$ cat config.mk
export PLATFORM = sky130hd
export DESIGN_NAME = cosmem_ctrl
export DESIGN_NICKNAME = d
export VERILOG_FILES = /design/src/rtl/cosmem_ctrl.sv
export SDC_FILE = /design/constraint.sdc
export NUM_CORES = 1
export LEC_CHECK = 0
export CAP_MARGIN = 25
export CORE_ASPECT_RATIO = 1.2
export CORE_MARGIN = 2
export CORE_UTILIZATION = 25
export CTS_CLUSTER_DIAMETER = 80
export DETAILED_ROUTE_END_ITERATION = 7
export SETUP_SLACK_MARGIN = 0.05
export SLEW_MARGIN = 20
export SYNTH_ARGS = -nofsm -noshare
export SYNTH_HDL_FRONTEND = slang
export SYNTH_SLANG_ARGS = --single-unit
$ cat constraint.sdc
create_clock -name clk -period 2.4 [get_ports clk]
set_input_delay 0.24 -clock clk [delete_from_list [all_inputs] [get_ports clk]]
set_output_delay 0.24 -clock clk [all_outputs]
set_load 0.02 [all_outputs]
$ cat src/rtl/cosmem_ctrl.sv
`timescale 1ns/1ps
// COSMAC 1802 memory/bus controller: XCLK, /CLEAR, /WAIT sequencing,
// MA demux, window decode and 1802-to-block-RAM read/write bridge.
//
// Ports:
//   clk, reset              system clock, async active-high reset
//   xclk, clr, nwait        1802 clock and mode pins
//   pause_req               host request for PAUSE mode
//   nmwr, nmrd, tpa, tpb    CPU strobes (asynchronous to clk)
//   ma                      multiplexed address from CPU
//   db_in/db_out/db_oe      data bus pad interface
//   ce                      current access hits the RAM window
//   mem_*                   synchronous RAM port (1-clk read latency)
//   wp_violation            blocked write into the ROM region
//   probe                   LED: high in clear, toggles per access
module cosmem_ctrl #(
  parameter int MEM_WORDS  = 8192,
  parameter int XCLK_DIV   = 8,
  parameter int CLR_CYCLES = 16,
  parameter int ROM_WORDS  = 0,
  localparam int AW = $clog2(MEM_WORDS)
) (
  input  logic          clk,
  input  logic          reset,
  output logic          xclk,
  output logic          nwait,
  output logic          clr,
  input  logic          pause_req,
  input  logic          nmwr,
  input  logic          nmrd,
  input  logic          tpa,
  input  logic          tpb,
  input  logic [7:0]    ma,
  input  logic [7:0]    db_in,
  output logic [7:0]    db_out,
  output logic          db_oe,
  output logic          ce,
  output logic [AW-1:0] mem_addr,
  output logic          mem_re,
  input  logic [7:0]    mem_rdata,
  output logic          mem_we,
  output logic [7:0]    mem_wdata,
  output logic          wp_violation,
  output logic          probe
);

  localparam int DW = $clog2(XCLK_DIV);
  localparam int CW = $clog2(CLR_CYCLES + 1);

  typedef enum logic [2:0] {
    S_IDLE,
    S_RD_REQ,
    S_RD_DRIVE,
    S_WR_ARM,
    S_WR_DONE
  } state_t;

  // clock divider and mode pins
  logic [DW-1:0] r_div;
  logic [CW-1:0] r_ccnt;
  logic          r_xclk;
  logic          r_clr;
  logic          r_nwait;
  logic          w_xrise;
  logic          w_xfall;

  assign w_xrise = (r_div == DW'(XCLK_DIV / 2 - 1));
  assign w_xfall = (r_div == DW'(XCLK_DIV - 1));

  always_ff @(posedge clk or posedge reset) begin
    if (reset) begin
      r_div   <= '0;
      r_xclk  <= 1'b0;
      r_ccnt  <= '0;
      r_clr   <= 1'b0;
      r_nwait <= 1'b1;
    end else begin
      r_div <= w_xfall ? '0 : r_div + DW'(1);
      if (w_xrise || w_xfall)
        r_xclk <= ~r_xclk;
      // clr releases on the CLR_CYCLES-th rising edge of xclk
      if (w_xrise && !r_clr) begin
        if (r_ccnt == CW'(CLR_CYCLES - 1))
          r_clr <= 1'b1;
        else
          r_ccnt <= r_ccnt + CW'(1);
      end
      if (w_xfall)
        r_nwait <= !(pause_req && r_clr);
    end
  end

  // 2-FF synchronisers plus one delay stage for edge detection
  logic [1:0] r_mwr_s, r_mrd_s, r_tpa_s, r_tpb_s;
  logic [7:0] r_ma_s1, r_ma_s2;
  logic       r_mwr_d, r_tpa_d, r_tpb_d, r_mrd_d;
  logic       w_mwr, w_mrd, w_tpa, w_tpb;
  logic [7:0] w_ma;

  assign w_mwr = r_mwr_s[1];
  assign w_mrd = r_mrd_s[1];
  assign w_tpa = r_tpa_s[1];
  assign w_tpb = r_tpb_s[1];
  assign w_ma  = r_ma_s2;

  always_ff @(posedge clk or posedge reset) begin
    if (reset) begin
      r_mwr_s <= 2'b11;
      r_mrd_s <= 2'b11;
      r_tpa_s <= 2'b00;
      r_tpb_s <= 2'b00;
      r_ma_s1 <= '0;
      r_ma_s2 <= '0;
      r_mwr_d <= 1'b1;
      r_mrd_d <= 1'b1;
      r_tpa_d <= 1'b0;
      r_tpb_d <= 1'b0;
    end else begin
      r_mwr_s <= {r_mwr_s[0], nmwr};
      r_mrd_s <= {r_mrd_s[0], nmrd};
      r_tpa_s <= {r_tpa_s[0], tpa};
      r_tpb_s <= {r_tpb_s[0], tpb};
      r_ma_s1 <= ma;
      r_ma_s2 <= r_ma_s1;
      r_mwr_d <= w_mwr;
      r_mrd_d <= w_mrd;
      r_tpa_d <= w_tpa;
      r_tpb_d <= w_tpb;
    end
  end

  logic w_mwr_fall, w_mwr_rise, w_mrd_fall;
  logic w_tpa_fall, w_tpb_rise;

  assign w_mwr_fall = r_mwr_d & ~w_mwr;
  assign w_mwr_rise = ~r_mwr_d & w_mwr;
  assign w_mrd_fall = r_mrd_d & ~w_mrd;
  assign w_tpa_fall = r_tpa_d & ~w_tpa;
  assign w_tpb_rise = ~r_tpb_d & w_tpb;

  // address demux and decode
  logic [7:0]  r_hi;
  logic [15:0] r_addr;
  logic [15:0] w_addr;
  logic        w_in_win;
  logic        w_rom;

  assign w_addr   = {r_hi, w_ma};
  // only the bits above AW matter; shift keeps AW=16 legal
  assign w_in_win = (({1'b0, w_addr} >> AW) == 17'd0);
  assign w_rom    = ({1'b0, r_addr} < 17'(ROM_WORDS));

  // access FSM
  state_t r_state, w_next;
  logic   w_start, w_fire, w_done;

  always_comb begin
    w_next  = r_state;
    w_start = 1'b0;
    w_fire  = 1'b0;
    w_done  = 1'b0;
    unique case (r_state)
      S_IDLE: begin
        // both strobes low counts as a write
        if (w_mwr_fall && w_in_win) begin
          w_next  = S_WR_ARM;
          w_start = 1'b1;
        end else if (w_mrd_fall && w_mwr && w_in_win) begin
          w_next  = S_RD_REQ;
          w_start = 1'b1;
        end
      end
      S_RD_REQ:
        w_next = w_mwr ? S_RD_DRIVE : S_WR_ARM;
      S_RD_DRIVE: begin
        if (!w_mwr) begin
          w_next = S_WR_ARM;
        end else if (w_mrd) begin
          w_next = S_IDLE;
          w_done = 1'b1;
        end
      end
      S_WR_ARM: begin
        if (w_tpb_rise || w_mwr_rise) begin
          w_next = S_WR_DONE;
          w_fire = 1'b1;
        end
      end
      S_WR_DONE: begin
        if (w_mwr) begin
          w_next = S_IDLE;
          w_done = 1'b1;
        end
      end
      default: w_next = S_IDLE;
    endcase
  end

  logic       r_ce;
  logic       r_we;
  logic       r_wp;
  logic [7:0] r_wdata;
  logic       r_rd_first;
  logic [7:0] r_db;
  logic       r_probe;

  always_ff @(posedge clk or posedge reset) begin
    if (reset) begin
      r_state    <= S_IDLE;
      r_hi       <= '0;
      r_addr     <= '0;
      r_ce       <= 1'b0;
      r_we       <= 1'b0;
      r_wp       <= 1'b0;
      r_wdata    <= '0;
      r_rd_first <= 1'b0;
      r_db       <= '0;
      r_probe    <= 1'b1;
    end else begin
      r_state <= w_next;
      if (w_tpa_fall)
        r_hi <= w_ma;
      if (w_start) begin
        r_addr <= w_addr;
        r_ce   <= 1'b1;
      end else if (w_done) begin
        r_ce <= 1'b0;
      end
      r_we <= w_fire && !w_rom;
      r_wp <= w_fire && w_rom;
      if (w_fire)
        r_wdata <= db_in;
      r_rd_first <= (r_state == S_RD_REQ) && (w_next == S_RD_DRIVE);
      if (r_rd_first)
        r_db <= mem_rdata;
      if (w_done)
        r_probe <= ~r_probe;
    end
  end

  assign xclk         = r_xclk;
  assign clr          = r_clr;
  assign nwait        = r_nwait;
  assign ce           = r_ce;
  assign mem_addr     = r_addr[AW-1:0];
  assign mem_re       = (r_state == S_RD_REQ);
  assign mem_we       = r_we;
  assign mem_wdata    = r_wdata;
  assign wp_violation = r_wp;
  // RAM data arrives in the first drive cycle; pass it straight through
  assign db_out       = r_rd_first ? mem_rdata : r_db;
  assign db_oe        = (r_state == S_RD_DRIVE) && !w_mrd
                        && w_mwr && r_clr;
  assign probe        = r_clr ? r_probe : 1'b1;

endmodule
==> reports/metrics.cfg, run 1 <==
[drt]
drcViolationCount=0
vias_per_cell=3.95
drtPass1Iterations=4
vias=1675
ant_nets=0
drt-total-wl_um=5210
wl_per_cell_um=12.3
drt-initial-drc-count=50

[logic_synthesis]
dominantRegCellSynth=dfrtp_1
ys_ff_latch=83
seq_area_frac_synth=0.683
syn_nets=219
ys_types=42
muxShareOfSynthArea=0.153
yosys.area_share.xor_xnor=0.0143
synth_top_family_by_area=multiplexers
synth.avg_cell_area_um2=16.7
synthAdderAreaFrac=0.0205
postSynthCellCount=183
synthSimpleGateAreaFrac=0.0619
synth_edf_count=0
async_flop_share=1.00
synth_compound_area_frac=0.0365
syn_area_mm2=0.00305
yosysWarnings=0

[grt]
use_met3=0.0339
antenna_found_initial=0
grt_pass1_vias=1825
grt_usage=0.0890
met2_usage=0.139
grt_pass1_wl_um=9050
grt-ovfl-total=0
grt_max_degree=47
busiest_layer=met2
grt_use_met1=0.109

[critical_path]
rrSetupSlack_ps=540
worstReg2RegStart=r_ccnt[0]$_DFFE_PP0P_
path_buf_inv=1
endpoint=mem_re
cp_data_arrival_time_ps=1840
crit_chain=nand2b_1, nor2_1, clkdlybuf4s50_1
path_max_fanout=9
cpLargestDelayFamily=buffers and inverters
worstPathRequired_ps=2160
setup.worst_path.end_class=output port
worstSetupStartpoint=r_state[0]$_DFF_PP0_
crit_path_top_delay_cell=clkdlybuf4s50_1
path_class=register to output port
slowest_delay_ps=670
startpoint_type=register
timing.rr.end=r_ccnt[1]$_DFFE_PP0P_
ff2ff_path_depth=5
cp.depth=3

[layout]
area_growth_pct=37.6
diodes=0
nets=294
final_cell_area_mm2=0.00420
drive_above_1_share=0.285
n_fill_cell=1209

[run_status]
status=completed

[floorplan]
die_h_um=125
coreArea_mm2=0.0120
core.rowCount=44
boundaryPins=69
dieArea_mm2=0.0131
fp.dieW_um=105
initial_core_util=0.254

[clock_network]
clk_pin_slew_ps=60
hold_buffers=0
post_cts_buffers=0
numCtsBuffers=9
tritoncts=built
clk_latency_ps=330
cts-resized-gates=0
htree_levels=3
cts_sinks=83
clockRootBuffer=clkbuf_16
cts_max_path_buffers=2

[sta]
fin_crit_sh=0.865
fin_setup_tns_ps=0
fin_ws_ps=324
fmax_mhz=482
finClkSkew_ps=5.21
setup_viol=0
tightest_slew_ps=585
slew_headroom=0.610
final-max-slew-violation-count=0
whs_ps=314
hold_viol=0
grt_setup_unrepaired=no
min_period_ps=2080

[power_and_ir_drop]
p_comb_frac=0.304
pwr-share-clk=0.289
p_sw_mw=1.39
p_leak_nw=1.82
ir_drop_mv=0.300
powerDensity_mw_per_mm2=1140
sequentialPowerShare=0.407
p_int_mw=3.40
p_total_mw=4.79
switching_share=0.291

[min_path]
hold_path_class=input port to register

[place]
port_buffers=67
dp_worst_setup_slack_ps=488
dp_hpwl_um=3590
placed_area_mm2=0.00390
place.gp.congestion=0.710

[run]
maxCapViolations=0

-- registers in the layout, indices dropped and copies added (netlist names), 2 cells and up --
name,count
r_state,3
r_tpa_s,2
r_db,8
r_div,3
mem_wdata,8
r_tpb_s,2
r_hi,8
r_mrd_s,2
r_ma_s1,8
r_addr,13
r_mwr_s,2
r_ccnt,5
r_ma_s2,8
-- cells by family (layout without fill, tap and decap cells) --
kind of cell               Yosys count  after routing
buffers and inverters               14             94
AOI/OAI and AO/OA                   11             11
DFF                                 83             83
xor gates and xnor gates             5              5
muxes                               39             39
adders and majority gates            5              5
and+or+nand+nor                     25             25
other                                1              1
-- worst min path at each step --
stage	startpoint	endpoint	slack, ps	cells past startpoint
after floorplan	nmrd	r_mrd_s[0]$_DFF_PP1_	240	0
after global placement	r_ma_s1[0]$_DFF_PP0_	r_ma_s2[0]$_DFF_PP0_	340	0
after detailed placement	r_ma_s1[5]$_DFF_PP0_	r_ma_s2[5]$_DFF_PP0_	330	0
after CTS	nmwr	r_mwr_s[0]$_DFF_PP1_	300	1
after global routing	nmrd	r_mrd_s[0]$_DFF_PP1_	310	1
final	nmwr	r_mwr_s[0]$_DFF_PP1_	310	1
-- power by group through the flow --
stage	logic, mW	registers [mW]	clock network (mW)
2_1_floorplan	0.662	2.12	0
5_1_grt	1.55	2.00	1.51
4_1_cts	1.48	1.95	1.44
3_5_place_dp	1.48	1.98	0
3_3_place_gp	1.46	1.97	0
6_report	1.46	1.95	1.38
-- cells in the mapped netlist, types with 2 or more instances --
| cell type | number | share of area |
|---|---|---|
| xor2_1 | 3 | 0.0086 |
| inv_1 | 7 | 0.0086 |
| xnor2_1 | 2 | 0.0057 |
| clkbuf_1 | 2 | 0.0025 |
| nand3b_1 | 2 | 0.0049 |
| mux2_2 | 30 | 0.11 |
| ha_1 | 5 | 0.020 |
| nor2b_1 | 3 | 0.0061 |
| nand2_1 | 2 | 0.0025 |
| mux2_4 | 8 | 0.039 |
| nand2b_1 | 4 | 0.0082 |
| dfrtp_1 | 75 | 0.61 |
| dfstp_2 | 8 | 0.069 |
| buf_6 | 2 | 0.0074 |
| nor2_1 | 3 | 0.0037 |
-- per-layer routing --
layer	up-vias	share of wire
met5	-	0
met1	857	0.43
li1	776	-
met3	5	0.050
met2	37	0.50
met4	0	0.013
-- stage by stage --
| step | cells | utilization |
|---|---|---|
| after global placement | 408 | 0.325 |
| after CTS | 424 | 0.350 |
| after global routing | 424 | 0.350 |
| after detailed placement | 408 | 0.325 |
| final | 424 | 0.350 |
| after floorplan | 183 | - |
-- layout by cell type (no fill, tap or decap), drive strengths merged, types with 2 or more instances in the layout --
cell            n
nor3            2
ha              5
nand2           2
clkinv          2
clkdlybuf4s50  66
nor2b           5
inv             7
xnor2           2
clkinvlp        2
nand3b          2
nor2            3
nand2b          4
dfrtp          75
buf             4
xor2            3
clkbuf         11
mux2           38
dfstp           8
-- area by class of cell --
| class | instances | area, um^2 | area share |
|---|---|---|---|
| sequential | 83 | 2090 | 0.497 |
| multi-input combinational | 86 | 878 | 0.209 |
| timing repair buffer | 71 | 703 | 0.167 |
| clock buffer | 11 | 243 | 0.0578 |
| tap | 161 | 201 | 0.0479 |
| clock inverter | 5 | 60.1 | 0.0143 |
| inverter | 7 | 30.0 | 0.00714 |
Note: power is estimated with default switching activity, not from simulation.
==> run 2, diff against run 1 <==
==> constraint.sdc (replaced) <==
create_clock -name clk -period 2.4 [get_ports clk]
set_input_delay 0.6 -clock clk [delete_from_list [all_inputs] [get_ports clk]]
set_output_delay 0.6 -clock clk [all_outputs]
set_load 0.02 [all_outputs]
==> run 2 against run 1 <==
Against the previous run:
- final area rose by 0.66%
- sequential power fell by 3%
- first-iteration DRC count rose by 58%
- clock-buffer cell count did not move
- critical path depth did not move
- combinational power barely moved
- largest cell class unchanged
==> reports/metrics.cfg, run 2 (same netlist as run 1, synthesis figures left out) <==
[run_status]
status=completed

[drt]
vias_per_cell=3.95
drt-total-wl_um=5400
ant_nets=0
vias=1689
drtPass1Iterations=4
drt-initial-drc-count=79
wl_per_cell_um=12.6
drcViolationCount=0

[sta]
fmax_mhz=445
fin_crit_sh=0.936
grt_setup_unrepaired=no
setup_viol=0
fin_setup_tns_ps=0
min_period_ps=2250
hold_viol=0
finClkSkew_ps=4.66
final-max-slew-violation-count=0

[power_and_ir_drop]
pwr-share-clk=0.286
ir_drop_mv=0.452
powerDensity_mw_per_mm2=1120
p_int_mw=3.35
p_sw_mw=1.39
sequentialPowerShare=0.402
p_leak_nw=1.85
p_comb_frac=0.313
switching_share=0.293

[floorplan]
boundaryPins=69
dieArea_mm2=0.0131
fp.dieW_um=105
initial_core_util=0.254
coreArea_mm2=0.0120
die_h_um=125
core.rowCount=44

[layout]
area_growth_pct=38.5
nets=298
diodes=0
post-route-util=0.352
mostFrequentLayoutCells=dfrtp_1, clkdlybuf4s50_1, mux2_2
largest_reg_flops=13
drive_above_1_share=0.303
top_register=r_addr
final_cell_area_mm2=0.00423
mostFrequentLayoutCell=dfrtp_1

[critical_path]
setup.worst_path.end_class=output port
cp_data_arrival_time_ps=1650
worstPathRequired_ps=1800
startpoint_type=register
path_class=register to output port
path_max_fanout=2

[grt]
grt_pass1_wl_um=9170
grt-ovfl-total=0
grt_pass1_vias=1794
grt_usage=0.0918
antenna_found_initial=0
grt_max_degree=47

[place]
dp_hpwl_um=3780
place.gp.congestion=0.689
port_buffers=67
placed_area_mm2=0.00394

[min_path]
hold_path_class=register to register

[clock_network]
clk_latency_ps=330
cts_sinks=83
tritoncts=built
clockRootBuffer=clkbuf_16
clk_pin_slew_ps=60
cts_max_path_buffers=2
post_cts_buffers=0
numCtsBuffers=9
cts-resized-gates=11
hold_buffers=0
htree_levels=3

[run]
maxCapViolations=0

run 2: routing by layer:
layer  part of all wire  GRT usage  wire (um)
met5                  0          0          0
met2               0.51      0.141       2740
met3              0.040     0.0375        217
met4              0.019     0.0518        104
met1               0.43      0.108       2340
run 2: critical path: stages (launching register included):
cell           delay (ps)
dfstp_2               530
nand3b_1               90
nor4b_2               320
dlygate4sd2_1         380
run 2: final timing paths:
path	start	to	slack (ps)	cells past startpoint
worst min register to register	r_ma_s1[1]$_DFF_PP0_	r_ma_s2[1]$_DFF_PP0_	350	0
max in group asynchronous	reset	r_addr[8]$_DFFE_PP0P_	1230	3
worst max register to register	r_ccnt[0]$_DFFE_PP0P_	r_ccnt[1]$_DFFE_PP0P_	530	5
worst max-delay path	r_mwr_s[1]$_DFF_PP1_	db_oe	150	3
worst min-delay path	r_ma_s1[1]$_DFF_PP0_	r_ma_s2[1]$_DFF_PP0_	350	0
min in group asynchronous	reset	r_ma_s1[6]$_DFF_PP0_	560	2
run 2: cell type report:
class	count	area, um^2
Clock buffer	11	243
Tap cell	161	201
Inverter	7	30.0
Sequential cell	83	2090
Timing Repair Buffer	75	731
Fill cell	1206	7770
Clock inverter	5	52.6
Multi-Input combinational cell	86	885
run 2: stage by stage:
| stage | hold slack [ps] | setup slack (ps) | power, mW | std cells |
|---|---|---|---|---|
| 2_1_floorplan | 331 | 312 | 2.78 | 183 |
| 3_3_place_gp | 334 | -5.92 | 3.45 | 412 |
| 3_5_place_dp | 336 | -26.2 | 3.50 | 412 |
| 4_1_cts | 350 | 71.1 | 4.83 | 428 |
| 5_1_grt | 357 | 53.5 | 5.01 | 428 |
| 6_report | 347 | 154 | 4.74 | 428 |
run 2: power by group through the flow:
stage | sequential (mW) | combinational, mW | clock [mW]
6_report | 1.90 | 1.48 | 1.35
5_1_grt | 1.95 | 1.58 | 1.49
4_1_cts | 1.91 | 1.51 | 1.41
3_5_place_dp | 1.93 | 1.57 | 0
3_3_place_gp | 1.92 | 1.54 | 0
2_1_floorplan | 2.12 | 0.662 | 0
==> run 3, diff against run 2 <==
--- a/config.mk
+++ b/config.mk
@@ -8,9 +8,10 @@
 export CAP_MARGIN = 25
 export CORE_ASPECT_RATIO = 1.2
 export CORE_MARGIN = 2
-export CORE_UTILIZATION = 25
+export CORE_UTILIZATION = 45
 export CTS_CLUSTER_DIAMETER = 80
 export DETAILED_ROUTE_END_ITERATION = 7
+export PLACE_DENSITY = 0.76
 export SETUP_SLACK_MARGIN = 0.05
 export SLEW_MARGIN = 20
 export SYNTH_ARGS = -nofsm -noshare
==> constraint.sdc (replaced) <==
create_clock -name clk -period 2.4 [get_ports clk]
set_input_delay 0.6 -clock clk [delete_from_list [all_inputs] [get_ports clk]]
set_output_delay 0.6 -clock clk [all_outputs]
set_load 0.005 [all_outputs]
==> run 3 against run 2 <==
Against the previous run:
- first-iteration DRC count fell by 63%
- critical path depth unchanged
- worst hold slack better by 2.5 ps
- clock power is 30% lower
==> reports/metrics.cfg, run 3 (same netlist as run 1, synthesis figures left out) <==
[run_status]
status=completed

[min_path]
hold_path_class=register to register
whs_path_depth=0

[critical_path]
crit_chain=clkdlybuf4s50_1, mux2_2, clkdlybuf4s50_1
ff2ff_path_depth=5
crit_top_cell=clkdlybuf4s50_1
path_buf_inv=2
path_max_fanout=2
cp_data_arrival_time_ps=1720
worstPathRequired_ps=1800
cpLargestDelayFamily=buffers and inverters
crit_path_top_delay_cell=clkdlybuf4s50_1
cp.depth=3
path_class=input port to output port
setup.worst_path.end_class=output port
slowest_delay_ps=450
startpoint_type=input port

[sta]
fin_setup_tns_ps=0
setup_viol=0
fmax_mhz=432
fin_crit_sh=0.965
slew_headroom=0.497
whs_ps=349
finClkSkew_ps=8.90
tightest_slew_ps=754
fin_ws_ps=84.2
grt_setup_unrepaired=no
hold_viol=0
min_period_ps=2320
final-max-slew-violation-count=0

[place]
place.gp.congestion=0.731
placedCellCount=334
dp_hpwl_um=3420
placed_area_mm2=0.00384
dp_worst_setup_slack_ps=66.9
port_buffers=67

[drt]
vias=1658
drt-total-wl_um=4890
drcViolationCount=0
vias_per_cell=4.74
drtPass1Iterations=4
wl_per_cell_um=14.0
drt-initial-drc-count=29
ant_nets=0

[run]
maxCapViolations=0

[power_and_ir_drop]
p_total_mw=4.06
p_comb_frac=0.299
pwr-share-clk=0.233
p_sw_mw=1.02
p_int_mw=3.04
powerDensity_mw_per_mm2=1000
p_leak_nw=1.81
ir_drop_mv=0.457
sequentialPowerShare=0.468
switching_share=0.252

[grt]
antenna_found_initial=0
met2_usage=0.246
busiest_layer=met2
grt_usage=0.152
grt_pass1_vias=1808
grt_pass1_wl_um=8540
grt_use_met1=0.190
grt_max_degree=41
use_met3=0.0308
grt-ovfl-total=0

[layout]
mostFrequentLayoutCell=dfrtp_1
n_fill_cell=508
multi_input_area_um2=885
nets=296
area_growth_pct=32.9
regArea_mm2=0.00209
largest_reg_flops=13
top_register=r_addr
post-route-util=0.626
diodes=0
mostFrequentLayoutCells=dfrtp_1, clkdlybuf4s50_1, mux2_2
drive_above_1_share=0.306
fin_cells=350
final_cell_area_mm2=0.00406

[clock_network]
post_cts_buffers=0
tritoncts=built
htree_levels=3
numCtsBuffers=9
cts_sinks=83
clockRootBuffer=clkbuf_8
cts_max_path_buffers=2
clk_pin_slew_ps=80
clk_latency_ps=340

[floorplan]
fp.dieW_um=79.2
core.rowCount=32
initial_core_util=0.471
boundaryPins=69
die_h_um=94.2
dieArea_mm2=0.00746
coreArea_mm2=0.00649

[run 3: changes by cell type in the layout (fill, tap and decap cells not counted), moves of 3 or more]
cell             change
buf_4                -4
clkbuf_16            -9
dlygate4sd2_1        -9
clkinv_2             -3
clkbuf_8            +11
dlymetal6s2s_1       +3
clkdlybuf4s50_1      +6
[run 3: path summary, 6_finish.rpt]
path,startpoint,slack [ps],end
setup / recovery,mem_rdata[5],80,db_out[5]
hold / removal,r_ma_s1[0]$_DFF_PP0_,350,r_ma_s2[0]$_DFF_PP0_
setup reg to reg,r_ccnt[0]$_DFFE_PP0P_,540,r_ccnt[1]$_DFFE_PP0P_
hold reg to reg,r_ma_s1[0]$_DFF_PP0_,350,r_ma_s2[0]$_DFF_PP0_
max in group asynchronous,reset,1220,r_mwr_d$_DFF_PP1_
min in group asynchronous,reset,600,r_hi[4]$_DFFE_PP0P_
[run 3: area by class of cell]
cell class,instances,share of cell area
clock buffer,12,0.0407
clock inverter,4,0.00801
inverter,7,0.00740
multi-input combinational,86,0.218
sequential,83,0.515
tap,85,0.0262
timing repair buffer,73,0.185
[run 3: repair_timing]
action,in CTS,in global routing
setup endpoints to repair,8,4
endpoints found under the hold margin,0,0
hold buffers,0,0
pin swaps,1,0
gates resized for setup,3,5
[run 3: metal layers]
| metal | up-vias | share of wire | wire [um] |
|---|---|---|---|
| met1 | 837 | 0.42 | 2060 |
| met2 | 39 | 0.52 | 2530 |
| li1 | 777 | - | - |
| met4 | 0 | 0.019 | 91 |
| met3 | 5 | 0.042 | 207 |
| met5 | - | 0 | 0 |
[run 3: power groups by stage]
stage	combinational, mW	clock, mW	sequential, mW
6_report	1.21	0.944	1.90
5_1_grt	1.31	1.05	1.95
4_1_cts	1.24	0.985	1.90
3_5_place_dp	1.24	0	1.93
3_3_place_gp	1.20	0	1.91
2_1_floorplan	0.560	0	1.91
[run 3: worst register-to-register path, cell delays in order (launching register included)]
cell,delay (ps)
dfrtp_1,420
ha_1,210
and3_1,180
ha_1,200
nor3b_2,350
mux2_2,390
